$ cat config.mk
export PLATFORM = sky130hd
export DESIGN_NAME = proto_monitor
export DESIGN_NICKNAME = d
export VERILOG_FILES = /design/src/rtl/proto_monitor.sv
export SDC_FILE = /design/constraint.sdc
export NUM_CORES = 1
export LEC_CHECK = 0
export BUFFER_PORTS_ARGS = -buffer_cell sky130_fd_sc_hd__buf_2
export CORE_MARGIN = 4
export CORE_UTILIZATION = 40
export CTS_CLUSTER_DIAMETER = 120
export DETAILED_ROUTE_END_ITERATION = 7
export PLACE_DENSITY = 0.63
export RECOVER_POWER = 25
export SLEW_MARGIN = 20
export SYNTH_ARGS = -nofsm -noshare
export SYNTH_HDL_FRONTEND = slang
export SYNTH_SLANG_ARGS = --single-unit
$ cat constraint.sdc
create_clock -name clk -period 2.4 [get_ports clk]
set_input_delay 0.48 -clock clk [delete_from_list [all_inputs] [get_ports clk]]
set_output_delay 0.48 -clock clk [all_outputs]
set_load 0.05 [all_outputs]
$ cat src/rtl/proto_monitor.sv
// proto_monitor: runtime protocol monitor for NCH independent channels.
// Each channel is checked for three rule sets: req->ack latency window,
// maximum err burst length, and the rdy/interrupt hand-off. Violations land
// in sticky per-channel code bits, a saturating event counter and an irq line.
module proto_monitor #(
  parameter int NCH         = 2,
  parameter int ACK_MIN     = 5,
  parameter int ACK_MAX     = 5,
  parameter int LAT_W       = 8,
  parameter int ERR_MAX_LEN = 3,
  parameter int CNT_W       = 16
) (
  input  logic                 clk,
  input  logic                 rst,
  input  logic [NCH-1:0]       req,
  input  logic [NCH-1:0]       ack,
  input  logic [NCH-1:0]       err,
  input  logic [NCH-1:0]       rdy,
  input  logic [NCH-1:0]       interrupt,
  input  logic                 clr,
  output logic [5*NCH-1:0]     viol_code,
  output logic [CNT_W-1:0]     viol_cnt,
  output logic                 irq
);

  // Run counter only needs to reach ERR_MAX_LEN+1 (the saturation point).
  localparam int RUN_W = $clog2(ERR_MAX_LEN + 2);

  localparam logic [LAT_W-1:0] LAT_ONE   = LAT_W'(1);
  localparam logic [LAT_W-1:0] ACK_MIN_L = LAT_W'(ACK_MIN);
  localparam logic [LAT_W-1:0] ACK_MAX_L = LAT_W'(ACK_MAX);

  localparam logic [RUN_W-1:0] RUN_ONE = RUN_W'(1);
  localparam logic [RUN_W-1:0] RUN_LIM = RUN_W'(ERR_MAX_LEN);
  localparam logic [RUN_W-1:0] RUN_SAT = RUN_W'(ERR_MAX_LEN + 1);

  localparam logic [CNT_W-1:0] CNT_ONE = CNT_W'(1);

  typedef enum logic {
    ST_IDLE = 1'b0,
    ST_WAIT = 1'b1
  } req_state_e;

  // Violations raised on the current edge, five bits per channel:
  // {rdy hand-off, err burst, protocol, early ack, timeout}.
  logic [5*NCH-1:0] new_viol;

  for (genvar gi = 0; gi < NCH; gi++) begin : g_ch

    req_state_e       state_q, state_d;
    logic [LAT_W-1:0] lat_q, lat_d;
    logic             flag_timeout;
    logic             flag_early;
    logic             flag_spurious;
    logic             flag_overlap;

    logic [RUN_W-1:0] run_q, run_d;
    logic             flag_burst;

    logic             rdy_q, rdy_d;
    logic             int_q, int_d;
    logic             flag_handoff;

    // Request/ack tracker: lat counts edges since the accepted req.
    always_comb begin
      state_d       = state_q;
      lat_d         = lat_q;
      flag_timeout  = 1'b0;
      flag_early    = 1'b0;
      flag_spurious = 1'b0;
      flag_overlap  = 1'b0;
      case (state_q)
        ST_IDLE: begin
          // An ack with nothing outstanding is spurious; a coincident req
          // is still accepted.
          if (ack[gi]) begin
            flag_spurious = 1'b1;
          end
          if (req[gi]) begin
            state_d = ST_WAIT;
            lat_d   = LAT_ONE;
          end
        end
        ST_WAIT: begin
          if (ack[gi]) begin
            flag_early = (lat_q < ACK_MIN_L);
            // A req on the ack edge starts the next transaction directly.
            if (req[gi]) begin
              lat_d = LAT_ONE;
            end else begin
              state_d = ST_IDLE;
            end
          end else begin
            // Overlapping req is dropped; the running timer is untouched.
            flag_overlap = req[gi];
            if (lat_q == ACK_MAX_L) begin
              flag_timeout = 1'b1;
              state_d      = ST_IDLE;
            end else begin
              lat_d = lat_q + LAT_ONE;
            end
          end
        end
        default: begin
          state_d = ST_IDLE;
        end
      endcase
    end

    // Err burst: saturating run length, flagged once as the run crosses the limit.
    always_comb begin
      flag_burst = err[gi] && (run_q == RUN_LIM);
      if (!err[gi]) begin
        run_d = '0;
      end else if (run_q == RUN_SAT) begin
        run_d = run_q;
      end else begin
        run_d = run_q + RUN_ONE;
      end
    end

    // Rdy hand-off: rdy may only drop after an interrupt, and must drop after one.
    always_comb begin
      rdy_d        = rdy[gi];
      int_d        = interrupt[gi];
      flag_handoff = rdy_q & ((~int_q & ~rdy[gi]) | (int_q & rdy[gi]));
    end

    assign new_viol[5*gi +: 5] = {flag_handoff,
                                  flag_burst,
                                  flag_spurious | flag_overlap,
                                  flag_early,
                                  flag_timeout};

    // Per-channel state; reset abandons any transaction in flight.
    always_ff @(posedge clk or negedge rst) begin
      if (!rst) begin
        state_q <= ST_IDLE;
        lat_q   <= '0;
        run_q   <= '0;
        rdy_q   <= 1'b0;
        int_q   <= 1'b0;
      end else begin
        state_q <= state_d;
        lat_q   <= lat_d;
        run_q   <= run_d;
        rdy_q   <= rdy_d;
        int_q   <= int_d;
      end
    end

  end : g_ch

  logic [5*NCH-1:0] viol_code_q, viol_code_d;
  logic [CNT_W-1:0] viol_cnt_q, viol_cnt_d;
  logic [CNT_W-1:0] cnt_base;
  logic             irq_q, irq_d;

  // Sticky code, event counter and irq; a violation on a clr edge survives the clear.
  always_comb begin
    viol_code_d = (clr ? '0 : viol_code_q) | new_viol;
    cnt_base    = clr ? '0 : viol_cnt_q;
    viol_cnt_d  = cnt_base;
    if ((|new_viol) && (cnt_base != '1)) begin
      viol_cnt_d = cnt_base + CNT_ONE;
    end
    irq_d = |viol_code_d;
  end

  // Output registers.
  always_ff @(posedge clk or negedge rst) begin
    if (!rst) begin
      viol_code_q <= '0;
      viol_cnt_q  <= '0;
      irq_q       <= 1'b0;
    end else begin
      viol_code_q <= viol_code_d;
      viol_cnt_q  <= viol_cnt_d;
      irq_q       <= irq_d;
    end
  end

  assign viol_code = viol_code_q;
  assign viol_cnt  = viol_cnt_q;
  assign irq       = irq_q;

endmodule

-- Yosys cells after proc, flatten, opt, wreduce, memory -nomap -nowiden
Index checks and enable logic that the tools add are counted.
W data, S select, Z words.
- bits in registers: 55
- input bits: 13
- add/subtract/negate cells: 5
- magnitude comparators: 2
- eq/ne operators: 11
- mux-type cells: 41
- bitwise operators: 17
- reductions and logical operators: 5
- operators with widths (cell ; number):
    $mux W8 ; 6
    $mux W16 ; 2
    $pmux W8 S2 ; 2
    $mux W1 ; 24
    $reduce_or A10 Y1 ; 2
    $add A16 B1 Y16 const B ; 1
    $add A8 B1 Y8 const B ; 2
    $eq A8 B3 Y1 const B ; 2
    $lt A8 B3 Y1 const B ; 2
    $ne A16 B16 Y1 const B ; 1
    $mux W3 ; 4
    $mux W10 ; 1
    $or A10 B10 Y10 ; 1
    $add A3 B1 Y3 const B ; 2
    $and A1 B1 Y1 ; 6
    $eq A3 B2 Y1 const B ; 2
    $eq A3 B3 Y1 const B ; 2
    $ne A3 B3 Y1 const B ; 2
    $not A1 Y1 ; 6
    $ne A2 B2 Y1 const B ; 2
    $or A1 B1 Y1 ; 4
    $pmux W1 S2 ; 2
    $logic_and A1 B1 Y1 ; 3

-- Logic depth before layout (Yosys ltp)
Gate-level depths: netlist of the first run.
- word-level depth: 7
- mapped depth: 10
- depth with buffers taken out: 8

-- Least setup slack after synthesis of the first run
OpenSTA, ideal clock, no wires.
- path type: register to register
- start: register viol_cnt_q[0] (netlist: viol_cnt[0])
- end: register viol_cnt_q[12] (netlist: viol_cnt[12])
- library setup time: 0.110 ns
- data arrival time: 2.316 ns
- data required time: 2.290 ns
- slack: -0.026 ns
- stages on the path, launching flop included: 10
- buffers on the path: 2
- clock period less this slack: 2.426 ns
- path through: dfrtp_1 > nor2b_1 > ha_1 > nand3_1 > nor3_1 > and3_1 > clkbuf_1 > buf_4 > o311ai_0 > o41ai_1
- word-level cells in the longest chain between the ends: 4
- elaborated cells between the ends (all ways): 5
- classes of those cells: add/sub: 1; eq/ne: 1; mux: 2; reduce/logical: 1
- ends and longest elaborated chain (what ; RTL line ; text):
    start: declaration ; 155 ; logic [CNT_W-1:0] viol_cnt_q, viol_cnt_d;
    start signal: assignment ; 178 ; viol_cnt_q <= viol_cnt_d;
    $mux W16 (*) ; 162 ; cnt_base = clr ? '0 : viol_cnt_q;
    parallel branches: the longest is 2 deep, another holds $add A16 B1 Y16 ; n/a ;
    $mux W16 (*) ; 164 ; if ((|new_viol) && (cnt_base != '1)) begin
    named net viol_cnt_d[12] ; 155 ;
Mark *: on every way through the listed nets, which the timed path passes.
A chain may end at the register's enable or synchronous reset.

-- Final worst setup path of the first run
- start: register g_ch[1].run_q[1]
- end: register viol_cnt_q[1] (netlist: viol_cnt[1])
- word-level cells in the longest chain between the ends: 5
- ends and longest elaborated chain (what ; RTL line ; text):
    start: declaration ; 57 ; logic [RUN_W-1:0] run_q, run_d;
    start signal: assignment ; 146 ; run_q <= run_d;
    $eq A3 B2 Y1 ; 112 ; flag_burst = err[gi] && (run_q == RUN_LIM);
    $logic_and A1 B1 Y1 ; 112 ;
    $reduce_or A10 Y1 ; 164 ;
    $logic_and A1 B1 Y1 ; 164 ;
    $mux W16 ; 164 ;
    named net viol_cnt_d[1] ; 155 ;
The timed path passes the listed nets, and every way through them passes these cells.

==> results of run 1 <==
[logic make-up after synthesis]
kind of cell    count (synthesis)
fa+ha+maj                      13
xor+xnor                       10
flops                          55
buf+inv                        25
compound gates                 68
mux                             4
simple gates                  112
[cell type report]
class,count,area [um^2]
clock buffer,6,82.6
clock inverter,1,5.00
tap,96,120
fill,689,3570
timing repair buffer,50,272
sequential,55,1380
multi-input combinational,207,1340
inverter,17,63.8
[worst max-delay path: stages (launching register included)]
cell and delay, ns:
dfrtp_1 0.41, ha_1 0.19, ha_1 0.20, a222oi_1 0.38
nand4_1 0.15, nor3_2 0.12, buf_4 0.26, nor2_1 0.11
mux2_2 0.28
[stage by stage]
step | setup WS (ns) | utilization (%)
after floorplan | 0.0544 | -
after global placement | 0.170 | 46.8
after detailed placement | 0.120 | 46.8
after CTS | 0.179 | 48.0
after global routing | 0.0618 | 47.8
final | 0.192 | 47.8
[worst paths after layout]
| check | start | end | slack, ns |
|---|---|---|---|
| max | g_ch[1].run_q[1] | viol_cnt[1] | 0.19 |
| min reg2reg | viol_code[5] | viol_code[5] | 0.50 |
| max in group asynchronous | rst | viol_cnt[0] | 0.56 |
| min in group asynchronous | rst | g_ch[0].run_q[1] | 0.32 |
| min | interrupt[1] | g_ch[1].int_q | 0.27 |
| max reg2reg | g_ch[1].run_q[1] | viol_cnt[1] | 0.19 |
[sequential cells by signal (all words and copies together), names as in the netlist]
name          count
g_ch.int_q        2
g_ch.lat_q       16
g_ch.rdy_q        2
g_ch.run_q        6
g_ch.state_q      2
irq               1
viol_cnt         16
viol_code        10
[report_power, final]
part,internal [uW],switching (uW),leakage (uW)
clock,227,291,0.0000470
combinational,255,482,0.000743
sequential,1070,131,0.000716
total,1550,904,0.00151
[cell usage in the layout (no fill, tap or decap), drive strengths merged, types with 8 or more instances in the layout]
cell,instances
nand2,23
a21oi,13
inv,17
nand3,17
buf,46
nor2,12
o21ai,32
ha,13
nand4,10
clkbuf,10
or4,8
dfrtp,55
xnor2,8
[per-layer routing]
layer	track usage, %	part of all wire, %	vias to the layer above
li1	-	-	1129
met1	21.2	50	1104
met2	24.0	45	50
met3	3.36	3.9	5
met4	3.71	0.75	0
met5	0	0	-
==> out/results.txt, run 1 <==
status -> complete, no violations
first drt pass iteration count -> 4
async set-reset flop share out of synthesis -> 100%
most common cell in the netlist -> dfrtp_1
initial antenna violation count -> 0
Die Area -> 0.00849 mm^2
data required time at the worst endpoint -> 2.60 ns
CP endpoint kind -> flip-flop
Hold Buf Count CTS -> 0
synth top area cells -> dfrtp_1, ha_1, o21ai_0
most instantiated cells after synthesis -> dfrtp_1, o21ai_0, nand2_1, inv_1, nand3_1
Total Routing Usage GR -> 15.2%
CTS resizes -> 0
# DRC -> 0
Worst slew margin -> 31.7%
num ports -> 40
Pwr Total -> 2460 uW
post-route design area -> 0.00326 mm^2
Final Hold Viols -> 0
f_max -> 0.453 GHz
DIE HEIGHT -> 92.1 um
synth warn -> 0
H-tree depth -> 2
CTS root buf -> clkbuf_8
GR Overflow Total -> 0
cell accounting for the most synthesized area -> dfrtp_1
non-filler cells, final -> 432
Reg clk slew, reported paths -> 0.10 ns
cell area after synthesis -> 0.00283 mm^2
Synth Flop Type -> dfrtp_1
WHS -> 0.271 ns
Tcrit/Tclk final -> 92.0%
Starting Density -> 41.4%
vias in the first global route -> 2219
layout cells sized above 1 -> 18.8%
Final setup viols -> 0
CP arrival -> 2.41 ns
Area after DPL -> 0.00319 mm^2
FP Rows -> 30
Simple-Gate Fraction of Synth Area -> 22.7%
Final HPWL DP -> 4.61 mm
Core Region -> 0.00683 mm^2
Leak -> 0.00151 uW
Worst VDD drop -> 0.299 mV
Final nets -> 362
total clock sinks -> 55
Worst Setup Start Kind -> flip-flop
WL/cell -> 14.2 um
Avg Cell Area, Syn -> 9.87 um^2
n_diodes -> 0
Tmin final -> 2.21 ns
Slew @ Worst Pin -> 1.02 ns
Die X -> 92.1 um
ANT nets after route -> 0
post-CTS setup buffer count -> 0
Starting DRT DRC Count -> 93
largest family of logic cells by synthesized area -> simple AND/OR/NAND/NOR gates
number of synthesized flops with an enable pin -> 0
Yosys top cell area share -> 48.6%
routability congestion estimate -> 0.793
sequential share of the synthesized area -> 48.6%
Synth Instances -> 287
Seq cells post-synth -> 55
TNS Setup -> 0 ns
WL final -> 6.15 mm
unrepaired setup endpoints after global routing -> false
Power Density -> 753 mW/mm^2
routed vias/inst -> 5.30
Max-cap violations -> 0
Synth Area in Compound Gates -> 14.4%
crit path kind -> reg2reg
clk_skew -> 0.00781 ns
cts bufs inserted -> 5
worst-skew pair later-pin latency -> 0.31 ns
placed insts -> 425
hold crit path type -> in2reg
Reg2Reg Depth -> 8
post-synth net total -> 313
mux cell area share after synthesis -> 1.50%
P&R area growth vs syn -> 15.2%
port buffer count -> 39
hold path depth -> 1
Post-Synth XOR/XNOR Area -> 3.09%
Synth cell types -> 48
CTS tree -> built
Synth Area in Adders -> 5.74%
first-pass GRT wire length -> 10.5 mm
via count -> 2288
largest net degree at the start of global routing -> 38
Critical Path Fanout Max -> 23
Final Slew Violations -> 0
deepest clock path buffer count -> 2
No activity file was read; power rests on OpenSTA's default activity.
==> inputs of run 2 (changes only) <==
--- a/config.mk
+++ b/config.mk
@@ -6,11 +6,13 @@
 export NUM_CORES = 1
 export LEC_CHECK = 0
 export BUFFER_PORTS_ARGS = -buffer_cell sky130_fd_sc_hd__buf_2
+export CELL_PAD_IN_SITES_DETAIL_PLACEMENT = 1
+export CELL_PAD_IN_SITES_GLOBAL_PLACEMENT = 2
 export CORE_MARGIN = 4
-export CORE_UTILIZATION = 40
-export CTS_CLUSTER_DIAMETER = 120
+export CORE_UTILIZATION = 36
+export CTS_CLUSTER_DIAMETER = 60
 export DETAILED_ROUTE_END_ITERATION = 7
-export PLACE_DENSITY = 0.63
+export PLACE_DENSITY = 0.83
 export RECOVER_POWER = 25
 export SLEW_MARGIN = 20
 export SYNTH_ARGS = -nofsm -noshare
==> out/results.txt, run 2 (synthesized netlist as in run 1, its figures left out) <==
layout cells sized above 1 -> 22.8% (+4.1 points)
Core Region -> 0.00769 mm^2 (+13%)
final core occ -> 45.1% (-2.7 points)
routability congestion estimate -> 0.796 (+0.32%)
cts bufs inserted -> 5 (unchanged)
DIE HEIGHT -> 96.7 um (+4.9%)
flip-flop and latch area -> 0.00138 mm^2 (about the same)
n_diodes -> 0 (unchanged)
status -> complete, no violations
commonest non-fill, non-tap cell in the layout -> dfrtp_1
dpl ws -> 0.0863 ns (-0.0341 ns)
Die X -> 96.7 um (+4.9%)
hold crit path type -> in2reg
non-filler cells, final -> 448 (+3.7%)
initial antenna violation count -> 0 (unchanged)
Total Routing Usage GR -> 15.6% (+0.42 points)
via count -> 2376 (+3.8%)
Reg clk slew, reported paths -> 0.12 ns (+0.02 ns)
Worst slew margin -> 15.1% (-17 points)
first drt pass iteration count -> 4 (unchanged)
unrepaired setup endpoints after global routing -> true
placed insts -> 431 (+1.4%)
Slew @ Worst Pin -> 1.27 ns (+0.249 ns)
Tcrit/Tclk final -> 97.2% (+5.2 points)
Power Density -> 765 mW/mm^2 (+1.6%)
Multi-input gate area -> 0.00141 mm^2 (+4.7%)
Tmin final -> 2.33 ns (+0.124 ns)
GR Overflow Total -> 0 (unchanged)
total clock sinks -> 55 (unchanged)
CTS root buf -> clkbuf_8
most frequent cells in the layout -> dfrtp_1, buf_2, o21ai_0, nand2_1
worst-skew pair later-pin latency -> 0.32 ns (about the same)
Worst Setup Start Kind -> flip-flop
Die Area -> 0.00935 mm^2 (+10%)
P&R area growth vs syn -> 22.3%
H-tree depth -> 2 (unchanged)
vias in the first global route -> 2525 (+14%)
Worst VDD drop -> 0.479 mV (+60%)
crit path kind -> reg2reg
WL final -> 7.59 mm (+23%)
clk_skew -> 0.0118 ns (+0.00404 ns)
WL/cell -> 16.9 um (+19%)
Starting DRT DRC Count -> 59 (-37%)
first-pass GRT wire length -> 12.4 mm (+18%)
largest net degree at the start of global routing -> 24 (-37%)
data required time at the worst endpoint -> 2.60 ns (about the same)
Critical Path Fanout Max -> 5 (-78%)
Final Hold Viols -> 0 (unchanged)
deepest clock path buffer count -> 2 (unchanged)
Area after DPL -> 0.00320 mm^2 (+0.24%)
CP endpoint kind -> flip-flop
post-route design area -> 0.00346 mm^2 (+6.1%)
num ports -> 40 (unchanged)
Starting Density -> 36.8% (-4.6 points)
# DRC -> 0 (unchanged)
CTS tree -> built
routed vias/inst -> 5.30 (+0.14%)
Final setup viols -> 0 (unchanged)
f_max -> 0.429 GHz (-5.3%)
FP Rows -> 32 (+6.7%)
Max-cap violations -> 0 (unchanged)
port buffer count -> 39 (unchanged)
Final nets -> 371 (+2.5%)
ANT nets after route -> 0 (unchanged)
Final Slew Violations -> 0 (unchanged)
final worst setup slack -> 0.0683 ns (-0.124 ns)
fillers -> 928 (+35%)
Leak -> 0.00157 uW (+4.3%)
CP arrival -> 2.53 ns (+0.12 ns)
Final HPWL DP -> 5.27 mm (+14%)
run 2: path summary, 6_finish.rpt:
path	slack (ns)	end	start	depth (start not counted)
worst max-delay path	0.07	viol_cnt[1]	g_ch[0].run_q[1]	8
worst min-delay path	0.26	g_ch[1].int_q	interrupt[1]	1
worst max register to register	0.07	viol_cnt[1]	g_ch[0].run_q[1]	8
worst min register to register	0.51	g_ch[1].lat_q[5]	g_ch[1].lat_q[5]	1
max in group asynchronous	0.94	viol_cnt[0]	rst	2
min in group asynchronous	0.41	g_ch[0].run_q[0]	rst	1
run 2: final cells by class:
type | instances | share of cell area, %
Multi-Input combinational cell | 207 | 40.6
Sequential cell | 55 | 39.8
Timing Repair Buffer | 59 | 11.3
Tap cell | 102 | 3.68
Clock buffer | 5 | 1.99
Inverter | 17 | 1.84
Clock inverter | 3 | 0.759
run 2: metrics by stage:
| step | TNS, ns | power (uW) | hold WS [ns] |
|---|---|---|---|
| 2_1_floorplan | 0 | 1740 | 0.184 |
| 3_3_place_gp | 0 | 1960 | 0.478 |
| 3_5_place_dp | 0 | 2000 | 0.495 |
| 4_1_cts | 0 | 2560 | 0.138 |
| 5_1_grt | -0.585 | 2840 | 0.246 |
| 6_report | 0 | 2650 | 0.259 |
run 2: timing repair:
item / CTS / global route
hold buffers: 0 / 0
endpoints found under the hold margin: 0 / 0
endpoints found under the setup margin: 0 / 2
resized for setup: 0 / 16
buffers inserted: 0 / 6
run 2: metal layers:
| layer | routed length (um) | global-route usage (%) | vias up |
|---|---|---|---|
| li1 | - | - | 1149 |
| met1 | 3650 | 21.5 | 1178 |
| met2 | 3580 | 25.6 | 41 |
| met3 | 272 | 3.03 | 8 |
| met4 | 84 | 3.46 | 0 |
| met5 | 0 | 0 | - |
run 2: critical path, stage by stage (launching register included):
cell and delay, ns:
dfrtp_1 0.41, ha_2 0.19, ha_4 0.16, a222oi_1 0.42, nand4_1 0.21, nor3_4 0.31, buf_12 0.15, nor2_2 0.05
mux2_4 0.31
run 2: where the power goes:
part           leakage [uW]  internal (uW)  switching, uW
logic              0.000806            338            544
registers          0.000715           1070            140
clock network     0.0000491            216            340
